[config.mk]
export PLATFORM = sky130hd
export DESIGN_NAME = fft_inplace_seq_flat
export DESIGN_NICKNAME = d
export VERILOG_FILES = /design/src/rtl/fft_inplace_seq_if.sv /design/src/rtl/fft_inplace_seq.sv /design/src/flat_wrapper.sv
export SDC_FILE = /design/constraint.sdc
export NUM_CORES = 1
export LEC_CHECK = 0
export CAP_MARGIN = 20
export CELL_PAD_IN_SITES_DETAIL_PLACEMENT = 1
export CELL_PAD_IN_SITES_GLOBAL_PLACEMENT = 1
export CORE_MARGIN = 2
export CORE_UTILIZATION = 40
export DETAILED_ROUTE_END_ITERATION = 8
export HOLD_SLACK_MARGIN = 0.12
export PLACE_DENSITY_LB_ADDON = 0.1
export SYNTH_ARGS = -nofsm -noshare
export SYNTH_HDL_FRONTEND = slang
export SYNTH_SLANG_ARGS = --single-unit
[constraint.sdc]
create_clock -name clk -period 2.6 [get_ports clk]
set_input_delay 0.39 -clock clk [delete_from_list [all_inputs] [get_ports clk]]
set_output_delay 0.39 -clock clk [all_outputs]
set_load 0.02 [all_outputs]
[src/rtl/fft_inplace_seq_if.sv]
// Sequencer <-> butterfly datapath bundle: issue addresses, write-back addresses, saturation stats.
// master = sequencer side, slave = datapath/frame controller side.
interface fft_inplace_seq_if #(
  parameter int N_LOG2 = 4,
  parameter int CNT_W  = 16
);
  localparam int SW = (N_LOG2 > 1) ? $clog2(N_LOG2) : 1;

  logic              start;
  logic              busy;
  logic              done;
  logic              bf_valid;
  logic [N_LOG2-1:0] addr_a;
  logic [N_LOG2-1:0] addr_b;
  logic [N_LOG2-2:0] tw_idx;
  logic [SW-1:0]     stage;
  logic              wb_valid;
  logic [N_LOG2-1:0] wb_addr_a;
  logic [N_LOG2-1:0] wb_addr_b;
  logic              sat_in;
  logic [CNT_W-1:0]  sat_cnt;
  logic [N_LOG2-1:0] sat_stage_mask;

  modport master (
    input  start, sat_in,
    output busy, done, bf_valid, addr_a, addr_b, tw_idx, stage,
           wb_valid, wb_addr_a, wb_addr_b, sat_cnt, sat_stage_mask
  );

  modport slave (
    output start, sat_in,
    input  busy, done, bf_valid, addr_a, addr_b, tw_idx, stage,
           wb_valid, wb_addr_a, wb_addr_b, sat_cnt, sat_stage_mask
  );
endinterface

[src/rtl/fft_inplace_seq.sv]
// In-place radix-2 DIT FFT stage/butterfly sequencer: one butterfly per cycle, write-back BF_LAT cycles later.
// No backpressure: each stage drains BF_LAT cycles so the next stage never reads unwritten data.
module fft_inplace_seq #(
  parameter int N_LOG2 = 4,
  parameter int BF_LAT = 3,
  parameter int CNT_W  = 16
) (
  input logic            clk,
  input logic            rst_n,
  fft_inplace_seq_if.master bus
);
  localparam int SW = (N_LOG2 > 1) ? $clog2(N_LOG2) : 1;
  localparam int KW = N_LOG2 - 1;
  localparam int DW = 4;

  localparam logic [1:0] S_IDLE  = 2'd0;
  localparam logic [1:0] S_ISSUE = 2'd1;
  localparam logic [1:0] S_DRAIN = 2'd2;
  localparam logic [1:0] S_FIN   = 2'd3;

  logic [1:0]        state_q, state_d;
  logic [KW-1:0]     k_q, k_d;
  logic [SW-1:0]     stage_q, stage_d;
  logic [DW-1:0]     dcnt_q, dcnt_d;
  logic [CNT_W-1:0]  cnt_q, cnt_d;
  logic [N_LOG2-1:0] mask_q, mask_d;

  logic              issue;
  logic [KW-1:0]     lo_mask, lo_k;
  logic [N_LOG2-1:0] k_ext, half, a_raw;
  logic [SW-1:0]     tw_sh;
  logic [N_LOG2-1:0] addr_a, addr_b;

  logic [BF_LAT-1:0] dv_q;
  logic [N_LOG2-1:0] da_q [BF_LAT];
  logic [N_LOG2-1:0] db_q [BF_LAT];
  logic [SW-1:0]     ds_q [BF_LAT];
  logic              wb_vld;
  logic [SW-1:0]     wb_stage;

  always_comb begin
    state_d = state_q;
    k_d     = k_q;
    stage_d = stage_q;
    dcnt_d  = dcnt_q;
    case (state_q)
      S_IDLE: begin
        if (bus.start) begin
          state_d = S_ISSUE;
          stage_d = '0;
          k_d     = '0;
        end
      end
      S_ISSUE: begin
        if (k_q == {KW{1'b1}}) begin
          state_d = S_DRAIN;
          dcnt_d  = '0;
        end else begin
          k_d = k_q + 1'b1;
        end
      end
      S_DRAIN: begin
        if (dcnt_q == DW'(BF_LAT - 1)) begin
          if (stage_q == SW'(N_LOG2 - 1)) begin
            state_d = S_FIN;
          end else begin
            state_d = S_ISSUE;
            stage_d = stage_q + 1'b1;
            k_d     = '0;
          end
        end else begin
          dcnt_d = dcnt_q + 1'b1;
        end
      end
      default: begin
        state_d = S_IDLE;
        stage_d = '0;
      end
    endcase
  end

  // Upper leg: k with a zero inserted at bit 'stage'; the bits below it also pick the twiddle.
  always_comb begin
    issue   = (state_q == S_ISSUE);
    k_ext   = {1'b0, k_q};
    half    = N_LOG2'(1) << stage_q;
    lo_mask = ~({KW{1'b1}} << stage_q);
    lo_k    = k_q & lo_mask;
    a_raw   = (((k_ext >> stage_q) << 1) << stage_q) | {1'b0, lo_k};
    tw_sh   = SW'(N_LOG2 - 1) - stage_q;
    addr_a  = issue ? a_raw : '0;
    addr_b  = issue ? (a_raw + half) : '0;
  end

  assign wb_vld   = dv_q[BF_LAT-1];
  assign wb_stage = ds_q[BF_LAT-1];

  always_comb begin
    cnt_d  = cnt_q;
    mask_d = mask_q;
    if (state_q == S_IDLE && bus.start) begin
      cnt_d  = '0;
      mask_d = '0;
    end else if (wb_vld && bus.sat_in) begin
      if (cnt_q != {CNT_W{1'b1}}) begin
        cnt_d = cnt_q + 1'b1;
      end
      mask_d[wb_stage] = 1'b1;
    end
  end

  always_ff @(posedge clk or negedge rst_n) begin
    if (!rst_n) begin
      state_q <= S_IDLE;
      k_q     <= '0;
      stage_q <= '0;
      dcnt_q  <= '0;
      cnt_q   <= '0;
      mask_q  <= '0;
    end else begin
      state_q <= state_d;
      k_q     <= k_d;
      stage_q <= stage_d;
      dcnt_q  <= dcnt_d;
      cnt_q   <= cnt_d;
      mask_q  <= mask_d;
    end
  end

  always_ff @(posedge clk or negedge rst_n) begin
    if (!rst_n) begin
      dv_q <= '0;
      for (int i = 0; i < BF_LAT; i++) begin
        da_q[i] <= '0;
        db_q[i] <= '0;
        ds_q[i] <= '0;
      end
    end else begin
      dv_q[0] <= issue;
      da_q[0] <= addr_a;
      db_q[0] <= addr_b;
      ds_q[0] <= stage_q;
      for (int i = 1; i < BF_LAT; i++) begin
        dv_q[i] <= dv_q[i-1];
        da_q[i] <= da_q[i-1];
        db_q[i] <= db_q[i-1];
        ds_q[i] <= ds_q[i-1];
      end
    end
  end

  assign bus.busy           = (state_q == S_ISSUE) || (state_q == S_DRAIN);
  assign bus.done           = (state_q == S_FIN);
  assign bus.bf_valid       = issue;
  assign bus.addr_a         = addr_a;
  assign bus.addr_b         = addr_b;
  assign bus.tw_idx         = issue ? (lo_k << tw_sh) : '0;
  assign bus.stage          = stage_q;
  assign bus.wb_valid       = wb_vld;
  assign bus.wb_addr_a      = da_q[BF_LAT-1];
  assign bus.wb_addr_b      = db_q[BF_LAT-1];
  assign bus.sat_cnt        = cnt_q;
  assign bus.sat_stage_mask = mask_q;
endmodule

[src/flat_wrapper.sv]
// flat-port wrapper written by rule: the top's interface ports become plain ports
module fft_inplace_seq_flat 
#(
  parameter int N_LOG2 = 4,
  parameter int BF_LAT = 3,
  parameter int CNT_W  = 16
)
  (clk, rst_n, bus_start, bus_sat_in, bus_busy, bus_done, bus_bf_valid, bus_addr_a, bus_addr_b, bus_tw_idx, bus_stage, bus_wb_valid, bus_wb_addr_a, bus_wb_addr_b, bus_sat_cnt, bus_sat_stage_mask);
  fft_inplace_seq_if #(.N_LOG2(N_LOG2), .CNT_W(CNT_W)) bus_i ();
  input logic clk;
  input logic rst_n;
  input wire logic [$bits(bus_i.start)-1:0] bus_start;
  input wire logic [$bits(bus_i.sat_in)-1:0] bus_sat_in;
  output wire logic [$bits(bus_i.busy)-1:0] bus_busy;
  output wire logic [$bits(bus_i.done)-1:0] bus_done;
  output wire logic [$bits(bus_i.bf_valid)-1:0] bus_bf_valid;
  output wire logic [$bits(bus_i.addr_a)-1:0] bus_addr_a;
  output wire logic [$bits(bus_i.addr_b)-1:0] bus_addr_b;
  output wire logic [$bits(bus_i.tw_idx)-1:0] bus_tw_idx;
  output wire logic [$bits(bus_i.stage)-1:0] bus_stage;
  output wire logic [$bits(bus_i.wb_valid)-1:0] bus_wb_valid;
  output wire logic [$bits(bus_i.wb_addr_a)-1:0] bus_wb_addr_a;
  output wire logic [$bits(bus_i.wb_addr_b)-1:0] bus_wb_addr_b;
  output wire logic [$bits(bus_i.sat_cnt)-1:0] bus_sat_cnt;
  output wire logic [$bits(bus_i.sat_stage_mask)-1:0] bus_sat_stage_mask;
  assign bus_i.start = bus_start;
  assign bus_i.sat_in = bus_sat_in;
  assign bus_busy = bus_i.busy;
  assign bus_done = bus_i.done;
  assign bus_bf_valid = bus_i.bf_valid;
  assign bus_addr_a = bus_i.addr_a;
  assign bus_addr_b = bus_i.addr_b;
  assign bus_tw_idx = bus_i.tw_idx;
  assign bus_stage = bus_i.stage;
  assign bus_wb_valid = bus_i.wb_valid;
  assign bus_wb_addr_a = bus_i.wb_addr_a;
  assign bus_wb_addr_b = bus_i.wb_addr_b;
  assign bus_sat_cnt = bus_i.sat_cnt;
  assign bus_sat_stage_mask = bus_i.sat_stage_mask;
  fft_inplace_seq #(.N_LOG2(N_LOG2), .BF_LAT(BF_LAT), .CNT_W(CNT_W)) u_core (.clk(clk), .rst_n(rst_n), .bus(bus_i));
endmodule
==> flow_summary.toml, run 1 <==
[outcome]
status = "finished, final reports clean"

[logic_synthesis]
ys_warn_count = 0
synth_top_cells_by_area = "dfrtp_1, ha_1, nand2_1"
syn_area_um2 = 3010
synth_ff_type = "dfrtp_1"
postSynthCellCount = 278
syn_avg_cell_area_um2 = 10.8
synth_edf_count = 0
synth.distinct_cells = 49
ys_seq_area_share_pct = 53.3
ys_async_sr_fraction_pct = 100
synth_largest_area_cell = "dfrtp_1"
synth.top_cell.area_share_pct = 53.3
ys_ff_latch = 64
synth.net_count = 299

[pwr]
leakagePower_nw = 1.81
powerDensity_nw_per_um2 = 925
ir_worst_vdd_uv = 496

[drt]
wl_per_cell_um = 15.9
route.top_layer_used = "met4"
met2_length_um = 3480
via_per_inst = 5.18
drc_errors = 0
dr.pass1.iters = 4
vias = 2332
initialDrtViolationCount = 58
routed_wl_um = 7170
met3_length_um = 256
ant_nets = 0
wl_met1_um = 3310

[clocking]
path_clk_slew_ns = 0.08
cts.sinks = 64
clockBufferDepth = 2
cts_root_buffer = "clkbuf_8"
cts_buffers = 9
cts_tree = "done"
clk_latency_ns = 0.35
htreeDepth = 3

[setup_path]
path_class = "flop to primary output"
worstPathRequired_ns = 2.21
end_kind = "primary output"
crit_arrival_ns = 2.17
start_kind = "flop"
path_max_fanout = 6

[floorplan]
coreArea_um2 = 7250
die_w_um = 90.7
core.rowCount = 31
die_h_um = 90.7
io_pins = 49
initial_core_util_pct = 41.4
dieArea_um2 = 8220

[timing]
finalCritPeriodShare_pct = 98.6
maxSlewViolCount = 0
finalSetupViolCount = 0
hold_slack_ns = 0.345
fmax_mhz = 390
clock-skew-final_ns = 0.00880
relSlewSlack_pct = 57.8
worst_slew_pin_slew_ns = 0.628
fin_crit_ns = 2.56
hold_violations = 0

[cells_and_area]
num_antenna_cells = 0
regArea_um2 = 1600
nFillCells = 793
fin_area_um2 = 3950
synthToLayoutAreaGrowth_pct = 31.4
final_nets = 367
final_layout_size_suffix_gt1_share_pct = 17.1
multi_input_area_um2 = 1300

[grt]
grt_pass1_vias = 2408
grt_use_total_pct = 18.0
grt-ovfl-total = 0
grt_max_degree = 65
grt_pass1_wl_um = 11700
antenna_found_initial = 0

[placed_design]
io_buffers = 48
place_hpwl_um = 5060
gp_congestion = 0.838
place_area_um2 = 3660

[worst_hold_path]
min_path_type = "flop to flop"

[flow_run]
cap_violations = 0
-- cells by family (layout without fill, tap and decap cells) --
logic type                 Yosys count  count (layout)  synth area share, %
DFF                                 64              64                 53.3
other                                1               1                0.125
and+or+nand+nor                    104             104                 19.3
muxes                               10              10                 3.37
buffers and inverters               27             100                 4.37
xor gates and xnor gates             3               3                0.874
adders and majority gates           17              17                 7.33
AOI/OAI and AO/OA                   52              52                 11.3
-- registers in the layout (all words and copies together), names as in the netlist --
signal and flops:
u_core.bus.wb_addr_a 4, u_core.bus.sat_stage_mask 4, u_core.bus.sat_cnt 16, u_core.wb_stage 2, u_core.k_q 3, u_core.dcnt_q 4, u_core.bus.wb_addr_b 4, u_core.da_q 8
u_core.dv_q 3, u_core.bus.stage 2, u_core.db_q 8, u_core.ds_q 4, u_core.state_q 2
-- final timing paths --
kind	start	to	slack (ns)	cells past startpoint
min	u_core.db_q[6]	u_core.bus.wb_addr_b[2]	0.34	0
max reg2reg	u_core.state_q[0]	u_core.bus.sat_cnt[5]	0.47	6
max	u_core.bus.stage[1]	bus_addr_b[3]	0.04	8
min in group asynchronous	rst_n	u_core.bus.wb_addr_b[0]	0.61	3
min reg2reg	u_core.db_q[6]	u_core.bus.wb_addr_b[2]	0.34	0
max in group asynchronous	rst_n	u_core.bus.stage[1]	1.72	3
-- area by class of cell --
type                    count  share of cell area (%)
flip-flops and latches     64                    40.6
multi-input cells         187                    33.0
repair buffers             69                    16.1
clock buffers               9                    3.14
well taps                  99                    3.14
clock inverters             7                    2.60
inverters                  15                    1.46
-- synthesized netlist by cell type (3+ instances only) --
master    instances
a211oi_1          3
clkbuf_1          4
a21oi_1          16
mux2i_1           9
dfrtp_1          64
inv_1            14
nor3_1            6
nand2b_1          7
nor2_1           15
o21ai_0           8
ha_1             16
a22o_1            3
nor2b_1           3
nand2_1          31
o31ai_1           6
a311oi_1          3
or4_1             4
buf_4             8
nand4_1           6
a31oi_1           3
nand3_1           8
and2_1            6
and3_1            5
-- cell usage in the layout (no fill, tap or decap), types with 4 or more instances in the layout --
cell             instances
inv_1                   12
nor3_1                   6
nand3_1                  8
and2_1                   6
nor2_1                  15
o21ai_0                  7
buf_4                   20
a21oi_1                 14
o31ai_1                  6
nand4_1                  6
ha_1                    13
clkbuf_8                 9
or4_1                    4
mux2i_1                  9
dfrtp_1                 63
and3_1                   5
nand2b_1                 7
clkdlybuf4s50_1         39
nand2_1                 31
-- critical path, cell delays in order, from the launching register on --
cell and delay [ns]:
dfrtp_2 0.44, buf_6 0.14, ha_1 0.21, ha_4 0.26, a21oi_2 0.15, xnor2_1 0.16
xnor2_1 0.12, nor2_1 0.17, buf_4 0.17
-- metal layers --
| layer | vias up | GRT usage [%] |
|---|---|---|
| li1 | 1110 | - |
| met1 | 1170 | 23.4 |
| met2 | 41 | 28.5 |
| met3 | 11 | 3.59 |
| met4 | 0 | 9.49 |
| met5 | - | 0 |
-- timing repair --
action                     in CTS  in global routing
setup buffers                   0                  4
hold endpoints to repair       64                  0
pin swaps                       0                  6
setup endpoints to repair       8                  5
gates resized for setup        20                 16
hold buffers                    1                  0
-- report_power, final --
part | switching, mW | leakage (nW) | internal [mW]
clock network | 0.429 | 0.110 | 0.549
registers | 0.142 | 0.872 | 1.19
logic | 0.762 | 0.828 | 0.581
total | 1.33 | 1.81 | 2.32
-- metrics by stage --
step / utilization, % / power, mW / std cells / setup slack (ns) / setup TNS (ns)
floorplan: - / 2.11 / 278 / 0.0933 / 0
global placement: 50.5 / 2.61 / 429 / -0.0117 / -0.0117
detailed placement: 50.5 / 2.66 / 429 / -0.130 / -0.188
CTS: 53.6 / 3.64 / 446 / -0.0393 / -0.0393
global route: 54.5 / 3.90 / 450 / -0.107 / -0.107
finish: 54.5 / 3.66 / 450 / 0.0365 / 0
(Power assumes the default switching activity.)
==> run 2, diff against run 1 <==
--- a/config.mk
+++ b/config.mk
@@ -9,7 +9,7 @@
 export CELL_PAD_IN_SITES_DETAIL_PLACEMENT = 1
 export CELL_PAD_IN_SITES_GLOBAL_PLACEMENT = 1
 export CORE_MARGIN = 2
-export CORE_UTILIZATION = 40
+export CORE_UTILIZATION = 28
 export DETAILED_ROUTE_END_ITERATION = 8
 export HOLD_SLACK_MARGIN = 0.12
 export PLACE_DENSITY_LB_ADDON = 0.1
==> constraint.sdc (replaced) <==
create_clock -name clk -period 2.1 [get_ports clk]
set_input_delay 0.315 -clock clk [delete_from_list [all_inputs] [get_ports clk]]
set_output_delay 0.315 -clock clk [all_outputs]
set_load 0.02 [all_outputs]
==> flow_summary.toml, run 2 (synthesis results as in run 1) <==
[cells_and_area]
largest_reg_flops = 16
final_layout_size_suffix_gt1_share_pct = 30.5
fin_util_pct = 42.0
layout_common_cells = "dfrtp_1, buf_4, clkdlybuf4s50_1, nand2_1, a21oi_1"
num_antenna_cells = 0
fin_area_um2 = 4350
synthToLayoutAreaGrowth_pct = 44.9
nFillCells = 1182
stdcell_count = 519
final_nets = 399
final_common_cell = "dfrtp_1"

[floorplan]
coreArea_um2 = 10400
die_w_um = 108
io_pins = 49
dieArea_um2 = 11600
initial_core_util_pct = 29.0
core.rowCount = 37
die_h_um = 108

[clocking]
cts_tree = "done"
cts_root_buffer = "clkbuf_8"
cts.sinks = 64
htreeDepth = 3
cts_buffers = 9
clk_latency_ns = 0.35
clockBufferDepth = 2
path_clk_slew_ns = 0.08

[setup_path]
r2r_end = "u_core.bus.sat_cnt[11]"
path_class = "flop to primary output"
crit_arrival_ns = 2.04
r2r_cells = 7
worstPathRequired_ns = 1.78
end_kind = "primary output"
r2r-start = "u_core.state_q[0]"
start_kind = "flop"
ff2ff_setup_slack_ns = 0.18
path_max_fanout = 4

[worst_hold_path]
hold_start = "u_core.ds_q[4]"
min_path_type = "flop to flop"
hold_end = "u_core.ds_q[2]"
holdPathStages = 0

[drt]
initialDrtViolationCount = 47
routed_wl_um = 7760
ant_nets = 0
drc_errors = 0
wl_per_cell_um = 14.9
dr.pass1.iters = 4
via_per_inst = 4.71
vias = 2447

[pwr]
leakagePower_nw = 1.96
powerDensity_nw_per_um2 = 1110
ir_worst_vdd_uv = 717

[timing]
fmax_mhz = 424
finalCritPeriodShare_pct = 112
finalSetupViolCount = 5
hold_violations = 0
fin_ws_ns = -0.259
clock-skew-final_ns = 0.00686
rsz0062_at_grt = "yes"
hold_slack_ns = 0.353
maxSlewViolCount = 0
fin_crit_ns = 2.36

[placed_design]
place_area_um2 = 3950
gp_congestion = 0.769
preCtsSetupSlack_ns = -0.478
place_inst = 493
place_hpwl_um = 5420
io_buffers = 48

[grt]
antenna_found_initial = 0
grt_max_degree = 65
grt_pass1_wl_um = 12900
grt-ovfl-total = 0
grt_pass1_vias = 2507
grt_use_total_pct = 14.4

[flow_run]
cap_violations = 0

[outcome]
violations = "negative setup slack"
status = "finished with violations"
run 2: layer usage:
layer	wire, um	track usage (%)	vias to the layer above
li1	-	-	1173
met1	3720	19.3	1222
met3	212	2.78	13
met4	180	7.14	0
met2	3650	22.3	39
met5	0	0	-
run 2: worst max path at each step:
stage,from,end,slack (ns),cells past startpoint
2_1_floorplan,u_core.bus.stage[0],bus_addr_b[3],-0.09,8
3_3_place_gp,u_core.bus.stage[0],bus_addr_b[3],-0.45,9
3_5_place_dp,u_core.bus.stage[0],bus_addr_b[3],-0.48,10
4_1_cts,u_core.bus.stage[0],bus_addr_b[3],-0.24,9
5_1_grt,u_core.bus.stage[0],bus_addr_b[3],-0.37,10
6_report,u_core.bus.stage[0],bus_addr_b[3],-0.26,10
run 2: metrics by stage:
step	TNS (ns)	power, mW
after floorplan	-0.0950	2.63
after global placement	-1.97	3.52
after detailed placement	-2.25	3.55
after CTS	-0.669	4.77
after global routing	-1.26	5.15
final	-0.637	4.83
run 2: area by class of cell:
class                      count  area (um2)  share of cell area [%]
timing repair buffer         101         897                    20.6
tap                          136         170                    3.91
sequential                    64        1600                    36.8
clock buffer                   9         124                    2.84
inverter                      15        56.3                    1.29
multi-input combinational    187        1420                    32.7
clock inverter                 7        80.1                    1.84
run 2: critical path: stages (launching register included):
cell and delay (ns):
dfrtp_2 0.40, inv_2 0.05, and3_4 0.18, a21oi_4 0.16, inv_1 0.07, ha_2 0.17
a21oi_2 0.13, xnor2_1 0.14, xnor2_1 0.10, nor2_2 0.15, buf_6 0.13
run 2: repair_timing:
item                       CTS  global route
pin swaps                    9            10
setup buffers                5             4
hold endpoints to repair    64             0
hold buffers                 1             0
setup endpoints to repair   13            12
cloned                       0             0
gates resized for setup     75            18
run 2: power by group:
group	internal, mW	switching, mW	total [mW]
clock network	0.557	0.528	1.09
registers	1.48	0.133	1.61
logic	0.992	1.14	2.14
==> run 3, diff against run 2 <==
==> constraint.sdc (replaced) <==
create_clock -name clk -period 2.85 [get_ports clk]
set_input_delay 0.285 -clock clk [delete_from_list [all_inputs] [get_ports clk]]
set_output_delay 0.285 -clock clk [all_outputs]
set_load 0.02 [all_outputs]
==> flow_summary.toml, run 3 (synthesis results as in run 1) <==
[grt]
grt_max_degree = 31
antenna_found_initial = 0
grt_use_total_pct = 13.4
grt_pass1_vias = 2322
grt-ovfl-total = 0
grt_pass1_wl_um = 12000

[drt]
initialDrtViolationCount = 97
ant_nets = 0
dr.pass1.iters = 4
routed_wl_um = 7060
via_per_inst = 4.78
vias = 2273
wl_per_cell_um = 14.8
drc_errors = 0

[pwr]
leakagePower_nw = 1.73
p_total_mw = 3.05
powerDensity_nw_per_um2 = 795
ir_worst_vdd_uv = 421

[floorplan]
io_pins = 49
core.rowCount = 37
coreArea_um2 = 10400
initial_core_util_pct = 29.0
die_w_um = 108
die_h_um = 108
dieArea_um2 = 11600

[setup_path]
path_class = "flop to primary output"
end_kind = "primary output"
start_kind = "flop"
cp_slowest_stage_delay_ns = 0.43
crit_chain = "inv_1 > and3_1 > a21oi_1 > buf_4 > fa_1 > xor2_1 > nor2_1 > dlygate4sd2_1"
worstPathRequired_ns = 2.57
path_max_fanout = 6
cp_slowest_cell = "dfrtp_1"
crit_arrival_ns = 2.39

[timing]
finalSetupViolCount = 0
tns_ns = 0
maxSlewViolCount = 0
fin_crit_ns = 2.67
clock-skew-final_ns = 0.00635
finalCritPeriodShare_pct = 93.8
rsz0062_at_grt = "no"
relSlewSlack_pct = 55.8
hold_violations = 0
worst_slew_pin_slew_ns = 0.656
fmax_mhz = 374

[cells_and_area]
final_common_cell = "dfrtp_1"
multi_input_area_um2 = 1270
largest_reg_flops = 16
num_antenna_cells = 0
final_layout_size_suffix_gt1_share_pct = 10.6
final_nets = 356
regArea_um2 = 1600
synthToLayoutAreaGrowth_pct = 27.5
layout_common_cells = "dfrtp_1, clkdlybuf4s50_1, nand2_1, a21oi_1, ha_1"
nFillCells = 1175
fin_area_um2 = 3830
stdcell_count = 476

[clocking]
cts.sinks = 64
clk_latency_ns = 0.34
htreeDepth = 3
path_clk_slew_ns = 0.08
clockBufferDepth = 2
cts_root_buffer = "clkbuf_8"
cts_buffers = 9
cts_tree = "done"
cts_setup_buffers = 0

[placed_design]
place_area_um2 = 3640
gp_congestion = 0.745
place_inst = 459
place_hpwl_um = 5220
io_buffers = 48

[flow_run]
cap_violations = 0

[outcome]
status = "finished, final reports clean"

[worst_hold_path]
min_path_type = "flop to flop"
==> run 3: changes by cell type in the layout (fill, tap and decap cells not counted), moves of 3 or more <==
cell	change
a21oi_1	+3
buf_4	-40
buf_6	-9
clkdlybuf4s50_1	+9
ha_1	+6
ha_4	-4
inv_1	+3
inv_2	-3
nor2_1	+4
==> run 3: timing repair <==
item,in CTS,in global routing
hold buffers,1,0
cloned,0,0
endpoints found under the hold margin,20,0
resized for setup,3,4
setup endpoints to repair,3,2
pin swaps,0,0
==> run 3: final cells by class <==
type                    instances  share of cell area, %
repair buffers                 58                   14.3
well taps                     136                   4.44
clock inverters                 6                   1.14
flip-flops and latches         64                   41.8
inverters                      15                   1.47
clock buffers                  10                   3.59
multi-input cells             187                   33.3
==> run 3: per-layer routing <==
metal / wire, um / global-route usage (%) / vias to the layer above
li1: - / - / 1100
met1: 3610 / 19.2 / 1132
met2: 3110 / 19.6 / 32
met3: 221 / 2.54 / 9
met4: 109 / 6.04 / 0
met5: 0 / 0 / -
==> run 3: report_power, final <==
group / total, mW / internal (mW) / switching [mW]
clock network: 0.711 / 0.342 / 0.369
logic: 1.12 / 0.460 / 0.658
registers: 1.22 / 1.09 / 0.131
total: 3.05 / 1.89 / 1.16
==> run 3: worst max-delay path, delay by kind of cell, from the launching register on <==
family,cells,cell delay (ns)
compound gates,1,0.05
xor+xnor,1,0.17
fa+ha+maj,1,0.42
buf+inv,3,0.68
flops,1,0.43
simple gates,2,0.30
==> run 3: path summary, 6_finish.rpt <==
path	slack, ns	start	depth (start not counted)	end
max in group asynchronous	1.58	rst_n	3	u_core.bus.sat_stage_mask[1]
min reg2reg	0.35	u_core.da_q[5]	0	u_core.bus.wb_addr_a[1]
max reg2reg	0.73	u_core.state_q[0]	6	u_core.bus.sat_cnt[5]
max	0.18	u_core.bus.stage[0]	8	bus_addr_b[2]
min in group asynchronous	0.47	rst_n	2	u_core.k_q[2]
min	0.35	u_core.da_q[5]	0	u_core.bus.wb_addr_a[1]
==> run 3: per-stage QoR <==
step	setup WS (ns)	util, %	hold slack [ns]
2_1_floorplan	0.448	-	-0.0106
3_3_place_gp	0.232	35.1	0.328
3_5_place_dp	0.189	35.1	0.327
4_1_cts	0.0921	36.9	0.353
5_1_grt	0.0241	37.0	0.355
6_report	0.178	37.0	0.350
